==> src/rtl/mmio_bus_sel_if.sv <==
// MEM-stage bus between the mini_rv pipeline, data_mem and the MMIO selector.
//   addr   byte address (alu_c)        we     store enable
//   wdata  store data (rf_rD2)         rdata  load data back to MEM stage
//   dm_we  data_mem write enable       dm_rd  data_mem async read data
// master: pipeline/data_mem side; slave: the selector.
interface mmio_bus_sel_if;
  logic [31:0] addr;
  logic        we;
  logic [31:0] wdata;
  logic [31:0] rdata;
  logic        dm_we;
  logic [31:0] dm_rd;

  modport master (
    output addr, we, wdata, dm_rd,
    input  rdata, dm_we
  );

  modport slave (
    input  addr, we, wdata, dm_rd,
    output rdata, dm_we
  );
endinterface

==> src/rtl/mmio_bus_sel.sv <==
// Memory-mapped I/O selector between the MEM-stage bus and data_mem.
// Accesses with addr[31:12]==IO_PAGE hit the internal I/O page (SEG, LED,
// synchronised switches, prescaled compare timer); everything else goes to
// DRAM. Read path is combinational so MEM-stage loads keep same-cycle timing.
// Ports:
//   clk, rst      rising-edge clock, synchronous active-high reset
//   bus (slave)   addr/we/wdata/rdata/dm_we/dm_rd
//   sw_i          asynchronous switch pins (SW_W)
//   led_o         LED register (LED_W)
//   seg_o         seven-segment data register (32)
//   tmr_flag_o    sticky timer compare flag
// I/O map (offset, addr[1:0] ignored):
//   0x000 SEG  0x060 LED  0x070 SW(RO)  0x080 CNT  0x084 CMP
//   0x088 CTRL bit0 EN, bit1 FLAG (W1C)
module mmio_bus_sel #(
  parameter logic [19:0] IO_PAGE  = 20'hFFFFF,
  parameter int unsigned SW_W     = 24,
  parameter int unsigned LED_W    = 24,
  parameter int unsigned SYNC_STG = 2,
  parameter int unsigned PRESCALE = 1
) (
  input  logic                 clk,
  input  logic                 rst,
  mmio_bus_sel_if.slave        bus,
  input  logic [SW_W-1:0]      sw_i,
  output logic [LED_W-1:0]     led_o,
  output logic [31:0]          seg_o,
  output logic                 tmr_flag_o
);

  localparam logic [9:0]  OFF_SEG  = 10'h000;
  localparam logic [9:0]  OFF_LED  = 10'h018;
  localparam logic [9:0]  OFF_SW   = 10'h01C;
  localparam logic [9:0]  OFF_CNT  = 10'h020;
  localparam logic [9:0]  OFF_CMP  = 10'h021;
  localparam logic [9:0]  OFF_CTRL = 10'h022;
  localparam logic [31:0] PS_LAST  = 32'(PRESCALE - 1);

  logic             io_sel;
  logic [9:0]       woff;
  logic             wr_io;
  logic             wr_ctrl;
  logic             tick;
  logic [31:0]      io_rd;
  logic             unused_addr_lsb;

  logic [31:0]      seg_q,   seg_d;
  logic [LED_W-1:0] led_q,   led_d;
  logic [31:0]      cnt_q,   cnt_d;
  logic [31:0]      cmp_q,   cmp_d;
  logic [31:0]      presc_q, presc_d;
  logic             en_q,    en_d;
  logic             flag_q,  flag_d;
  logic [SW_W-1:0]  sync_q [SYNC_STG];

  assign io_sel          = (bus.addr[31:12] == IO_PAGE);
  assign woff            = bus.addr[11:2];
  assign unused_addr_lsb = ^bus.addr[1:0];
  assign wr_io           = bus.we & io_sel;
  assign wr_ctrl         = wr_io & (woff == OFF_CTRL);
  assign bus.dm_we       = bus.we & ~io_sel;

  // A same-cycle write of EN=0 suppresses the tick that would otherwise fire.
  assign tick = en_q && (presc_q == PS_LAST) && !(wr_ctrl && !bus.wdata[0]);

  always_comb begin
    io_rd = '0;
    case (woff)
      OFF_SEG:  io_rd = seg_q;
      OFF_LED:  io_rd[LED_W-1:0] = led_q;
      OFF_SW:   io_rd[SW_W-1:0] = sync_q[SYNC_STG-1];
      OFF_CNT:  io_rd = cnt_q;
      OFF_CMP:  io_rd = cmp_q;
      OFF_CTRL: io_rd[1:0] = {flag_q, en_q};
      default:  io_rd = '0;
    endcase
  end

  assign bus.rdata = io_sel ? io_rd : bus.dm_rd;

  always_comb begin
    seg_d   = seg_q;
    led_d   = led_q;
    cmp_d   = cmp_q;
    en_d    = en_q;
    cnt_d   = cnt_q;
    flag_d  = flag_q;
    presc_d = presc_q;

    if (wr_io && woff == OFF_SEG) seg_d = bus.wdata;
    if (wr_io && woff == OFF_LED) led_d = bus.wdata[LED_W-1:0];
    if (wr_io && woff == OFF_CMP) cmp_d = bus.wdata;
    if (wr_ctrl)                  en_d  = bus.wdata[0];

    if (!en_q || (wr_ctrl && !bus.wdata[0]))
      presc_d = '0;
    else if (presc_q == PS_LAST)
      presc_d = '0;
    else
      presc_d = presc_q + 32'd1;

    // Tick update first, then CPU write to CNT overrides it.
    if (tick) begin
      if (cnt_q == cmp_q) cnt_d = '0;
      else                cnt_d = cnt_q + 32'd1;
    end
    if (wr_io && woff == OFF_CNT) cnt_d = bus.wdata;

    // W1C clear first, then a same-cycle set wins.
    if (wr_ctrl && bus.wdata[1])   flag_d = 1'b0;
    if (tick && (cnt_q == cmp_q))  flag_d = 1'b1;
  end

  always_ff @(posedge clk) begin
    if (rst) begin
      seg_q   <= '0;
      led_q   <= '0;
      cnt_q   <= '0;
      cmp_q   <= '0;
      en_q    <= 1'b0;
      flag_q  <= 1'b0;
      presc_q <= '0;
      for (int unsigned i = 0; i < SYNC_STG; i++) sync_q[i] <= '0;
    end else begin
      seg_q   <= seg_d;
      led_q   <= led_d;
      cnt_q   <= cnt_d;
      cmp_q   <= cmp_d;
      en_q    <= en_d;
      flag_q  <= flag_d;
      presc_q <= presc_d;
      sync_q[0] <= sw_i;
      for (int unsigned i = 1; i < SYNC_STG; i++) sync_q[i] <= sync_q[i-1];
    end
  end

  assign led_o      = led_q;
  assign seg_o      = seg_q;
  assign tmr_flag_o = flag_q;

endmodule

==> src/flat_wrapper.sv <==
// flat-port wrapper written by rule: the top's interface ports become plain ports
module mmio_bus_sel_flat 
#(
  parameter logic [19:0] IO_PAGE  = 20'hFFFFF,
  parameter int unsigned SW_W     = 24,
  parameter int unsigned LED_W    = 24,
  parameter int unsigned SYNC_STG = 2,
  parameter int unsigned PRESCALE = 1
)
  (clk, rst, sw_i, led_o, seg_o, tmr_flag_o, bus_addr, bus_we, bus_wdata, bus_dm_rd, bus_rdata, bus_dm_we);
  mmio_bus_sel_if bus_i ();
  input  logic clk;
  input  logic rst;
  input  logic [SW_W-1:0] sw_i;
  output logic [LED_W-1:0] led_o;
  output logic [31:0] seg_o;
  output logic tmr_flag_o;
  input wire logic [$bits(bus_i.addr)-1:0] bus_addr;
  input wire logic [$bits(bus_i.we)-1:0] bus_we;
  input wire logic [$bits(bus_i.wdata)-1:0] bus_wdata;
  input wire logic [$bits(bus_i.dm_rd)-1:0] bus_dm_rd;
  output wire logic [$bits(bus_i.rdata)-1:0] bus_rdata;
  output wire logic [$bits(bus_i.dm_we)-1:0] bus_dm_we;
  assign bus_i.addr = bus_addr;
  assign bus_i.we = bus_we;
  assign bus_i.wdata = bus_wdata;
  assign bus_i.dm_rd = bus_dm_rd;
  assign bus_rdata = bus_i.rdata;
  assign bus_dm_we = bus_i.dm_we;
  mmio_bus_sel #(.IO_PAGE(IO_PAGE), .SW_W(SW_W), .LED_W(LED_W), .SYNC_STG(SYNC_STG), .PRESCALE(PRESCALE)) u_core (.clk(clk), .rst(rst), .bus(bus_i), .sw_i(sw_i), .led_o(led_o), .seg_o(seg_o), .tmr_flag_o(tmr_flag_o));
endmodule
==> config.mk <==
export PLATFORM = sky130hd
export DESIGN_NAME = mmio_bus_sel_flat
export DESIGN_NICKNAME = d
export VERILOG_FILES = /design/src/rtl/mmio_bus_sel_if.sv /design/src/rtl/mmio_bus_sel.sv /design/src/flat_wrapper.sv
export SDC_FILE = /design/constraint.sdc
export NUM_CORES = 1
export LEC_CHECK = 0
export BUFFER_PORTS_ARGS = -buffer_cell sky130_fd_sc_hd__buf_2
export CORE_AREA = 3 3 146 205
export DETAILED_ROUTE_END_ITERATION = 10
export DIE_AREA = 0 0 149 208
export REMOVE_ABC_BUFFERS = 1
export SLEW_MARGIN = 20
export SYNTH_ARGS = -nofsm -noshare
export SYNTH_HDL_FRONTEND = slang
export SYNTH_SLANG_ARGS = --single-unit
==> constraint.sdc <==
create_clock -name clk -period 3.2 [get_ports clk]
set_clock_uncertainty 0.1 [all_clocks]
set_input_delay 0.48 -clock clk [delete_from_list [all_inputs] [get_ports clk]]
set_output_delay 0.48 -clock clk [all_outputs]
set_load 0.01 [all_outputs]
==> results.md <==
- Slew Limit Headroom: 0.491
- First-pass GRT wire length: between 40000 and 50000 um
- DRC: 0
- Main flop type after synthesis: dfxtp_1
- TritonCTS clock tree: done
- Setup crit end kind: output pin
- Most used routing layer in global routing: met2
- Area contributors post-synth: dfxtp_1, nand2_1, a21oi_1
- Area growth from synthesis to layout: 22.2%
- DR vias/cell: approximately 5.2
- Sequential Power Share: 0.480
- Share of cells above drive strength 1: 0.248
- Net Sw Frac: 0.221
- VDD IR max: 0.421 mV
- Crit-path cells: buf_2 -> nor4_1 -> and3b_1 -> and2_1 -> buf_4 -> a222oi_1 -> o211ai_1 -> o21a_1 -> buf_2
- Met1 Track Usage GR: 0.228
- CTS-repair resized insts: 0
- Post-route minimum period: between 2 and 3 ns
- Final setup violation count: 0
- Antenna Nets Post-Route: 0
- Clock-pin slew on the worst setup and hold paths: 0.06 ns
- Core Area: approximately 28000 um2
- Fraction of registers with async set/reset: 0
- Post-DR wirelength/cell: 17.7 um
- First-pass detailed-route iteration total: 7
- Crit path from: bus_addr[3]
- Hold_ws: around 0.075 ns
- Filler Cell Count: roughly 2.9k
- Iter 0 DRT Violations: roughly 580
- GP Congestion: ~0.94
- Placed Cells: roughly 1.7k
- Leak: roughly 0.0048 uW
- CP Depth: 9
- Max-slew violations: 0
- CTS Root Cell: clkbuf_16
- Number of failing hold endpoints at the final stage: 0
- H-Tree Depth: 1
- Setup CP Type: in2out
- Final std cells w/o fill: around 1.8k
- Io pins: 213
- Global route overflow: 0
- Overall routing resource usage: 0.197
- Top Family by Delay on Critical Path: simple AND/OR/NAND/NOR gates
- Worst Max-Slew Pin Slew: 0.760 ns
- Setup crit end: bus_rdata[7]
- Share of the synthesized area in the top cell type: 0.410
- Final nets: about 1.5k
- Commonest cells after routing, fill and taps aside: nand2_1, buf_2, dfxtp_1
- Final wirelength: ~31000 um
- Number of global-route vias before repair: 9041
- Worst EP required: about 2.6 ns
- Max incr delay on CP: 0.36 ns
- Synth unique cells: 64
- Die Height: ~210 um
- Largest net degree at the start of global routing: a little over 90
- DP Wirelength: roughly 23000 um
- Register area share after synthesis: 0.410
- FF-to-FF setup slack: approximately 0.42 ns
- Crit path buf inv count: 3
- Crit Reg-Reg Endpoint: u_core.cnt_q[19]
- Comb pwr share: 0.047
- Pint: between 4000 and 5000 uW
- RR Startpoint: u_core.presc_q[24]
- CP max-delay cell: nor4_1
- Starting density of the core: 0.348
- Post-synth top area cell: dfxtp_1
- Worst EP arrival: approximately 2.3 ns
- Post-CTS Setup Bufs: 0
- Run status: complete, no violations
- Final core utilization: 0.426
- Met3 usage: 0.0285
- Syn_area_per_cell: 8.27 um2
- RSZ-0062 raised after global routing: no
- Routed vias: between 9k and 10k
- Commonest non-fill, non-tap cell in the layout: nand2_1
- Synth Register Bits: between 200 and 250
- Clk buf depth: 3
- # rows: 73
- Switching power: ~1200 uW
- Port Buf Inserts: 210
- CP dominant cell by count: buf_2
- Hold WC Path Type: in2reg
- Initial antenna violation count: 1
- Sink Count: about 200
- PwrDens: roughly 440 nW/um2
- EDFF count, synth: 0
- Clock power frac: 0.473
- Worst-path fanout max: 18
- Warnings, synthesis: 0
- R2R depth: 7
- Mapped Area: between 9000 and 10000 um2
- Post-route setup slack: about 0.30 ns
- Num CTS Buffers: 22
- Max-cap violations: 0
- Grt met2 use: 0.366
- Startpoint types: input pin
- Clk Latency, worst-skew pair: around 0.5 ns
- Die Wd: around 150 um
- Fin crit share: 0.908
- Cell count after synthesis: 1192
- Pre-CTS WS: ~0.22 ns
- Max frequency: between 0.3 and 0.4 GHz
- Die ar.: approximately 31000 um2
- Hold Buf Count CTS: 0
[state kept, by name, summed over array words and instances (netlist names)]
register,cells
u_core.cmp_q,32
u_core.cnt_q,32
u_core.en_q,1
u_core.led_o,24
u_core.presc_q,32
u_core.seg_o,32
u_core.sync_q,48
u_core.tmr_flag_o,1
[metal layers]
layer  vias up  wire length, um
met3        49             1610
li1       4558                -
met5         -                0
met4         0              884
met2       281            16500
met1      4333            12400
[per-stage QoR]
step           total power [uW]  cell area, um2  TNS, ns
5_1_grt                    5500           12000        0
6_report                   5300           12000        0
3_3_place_gp               2850           11300   -0.122
2_1_floorplan              2670            9400   -0.149
4_1_cts                    5370           12000        0
3_5_place_dp               2850           11300        0
[synth_stat cells, types with 5 or more instances]
library cell and count:
and2_1 6, nor4_1 21, inv_1 12, nor2_1 82
a21oi_1 112, a211oi_1 6, nand3_1 28, xor2_1 57
buf_2 30, nor3_2 9, o21ai_0 30, o211ai_1 22
and3_1 16, a222oi_1 30, nor2_2 11, mux2i_1 27
xnor2_1 13, buf_4 8, clkbuf_1 49, a211oi_2 7
o21bai_1 5, nor2b_1 53, nand4_1 18, nor3_1 14
buf_6 6, dfxtp_1 202, nand2_1 224, o21a_1 24
a22oi_1 5, o21ai_1 5
[worst register-to-register path, stage by stage (launching register included)]
cell      delay, ns
dfxtp_1        0.33
nor4_1         0.48
nand4_1        0.28
nor3_4         0.35
o41ai_2        0.15
nor2_2         0.56
a22oi_1        0.20
a211oi_1       0.25
[cell families (layout without fill, tap and decap cells)]
kind of cell / after synthesis / in the layout / synth area share
buf+inv: 105 / 313 / 0.0514
xor+xnor: 70 / 70 / 0.0622
fa+ha+maj: 3 / 3 / 0.00381
compound gates: 273 / 273 / 0.189
simple gates: 512 / 512 / 0.256
mux: 27 / 27 / 0.0274
flops: 202 / 202 / 0.410
other cells: 0 / 1 / 0
[power groups by stage]
stage | Sequential (uW) | Combinational, uW | Clock (uW)
final | 2550 | 248 | 2510
after floorplan | 2600 | 71.3 | 0
after global placement | 2600 | 248 | 0
after CTS | 2550 | 252 | 2570
after detailed placement | 2600 | 251 | 0
after global routing | 2550 | 271 | 2680
[area by class of cell]
cell class | count | area [um2] | share of cell area
multi-input combinational | 885 | 5310 | 0.441
sequential | 202 | 4040 | 0.336
timing repair buffer | 262 | 1460 | 0.121
clock buffer | 35 | 691 | 0.0573
tap | 375 | 469 | 0.0389
inverter | 12 | 45.0 | 0.00374
clock inverter | 4 | 23.8 | 0.00197
antenna | 1 | 2.50 | 0.000208
[worst min-delay path by stage]
stage	from	end	depth (start not counted)
2_1_floorplan	u_core.sync_q[0][0]	u_core.sync_q[0][24]	1
3_3_place_gp	u_core.sync_q[0][12]	u_core.sync_q[0][36]	1
3_5_place_dp	u_core.sync_q[0][6]	u_core.sync_q[0][30]	1
4_1_cts	sw_i[17]	u_core.sync_q[0][17]	2
5_1_grt	sw_i[17]	u_core.sync_q[0][17]	2
6_report	sw_i[8]	u_core.sync_q[0][8]	2
(Power assumes the default switching activity.)
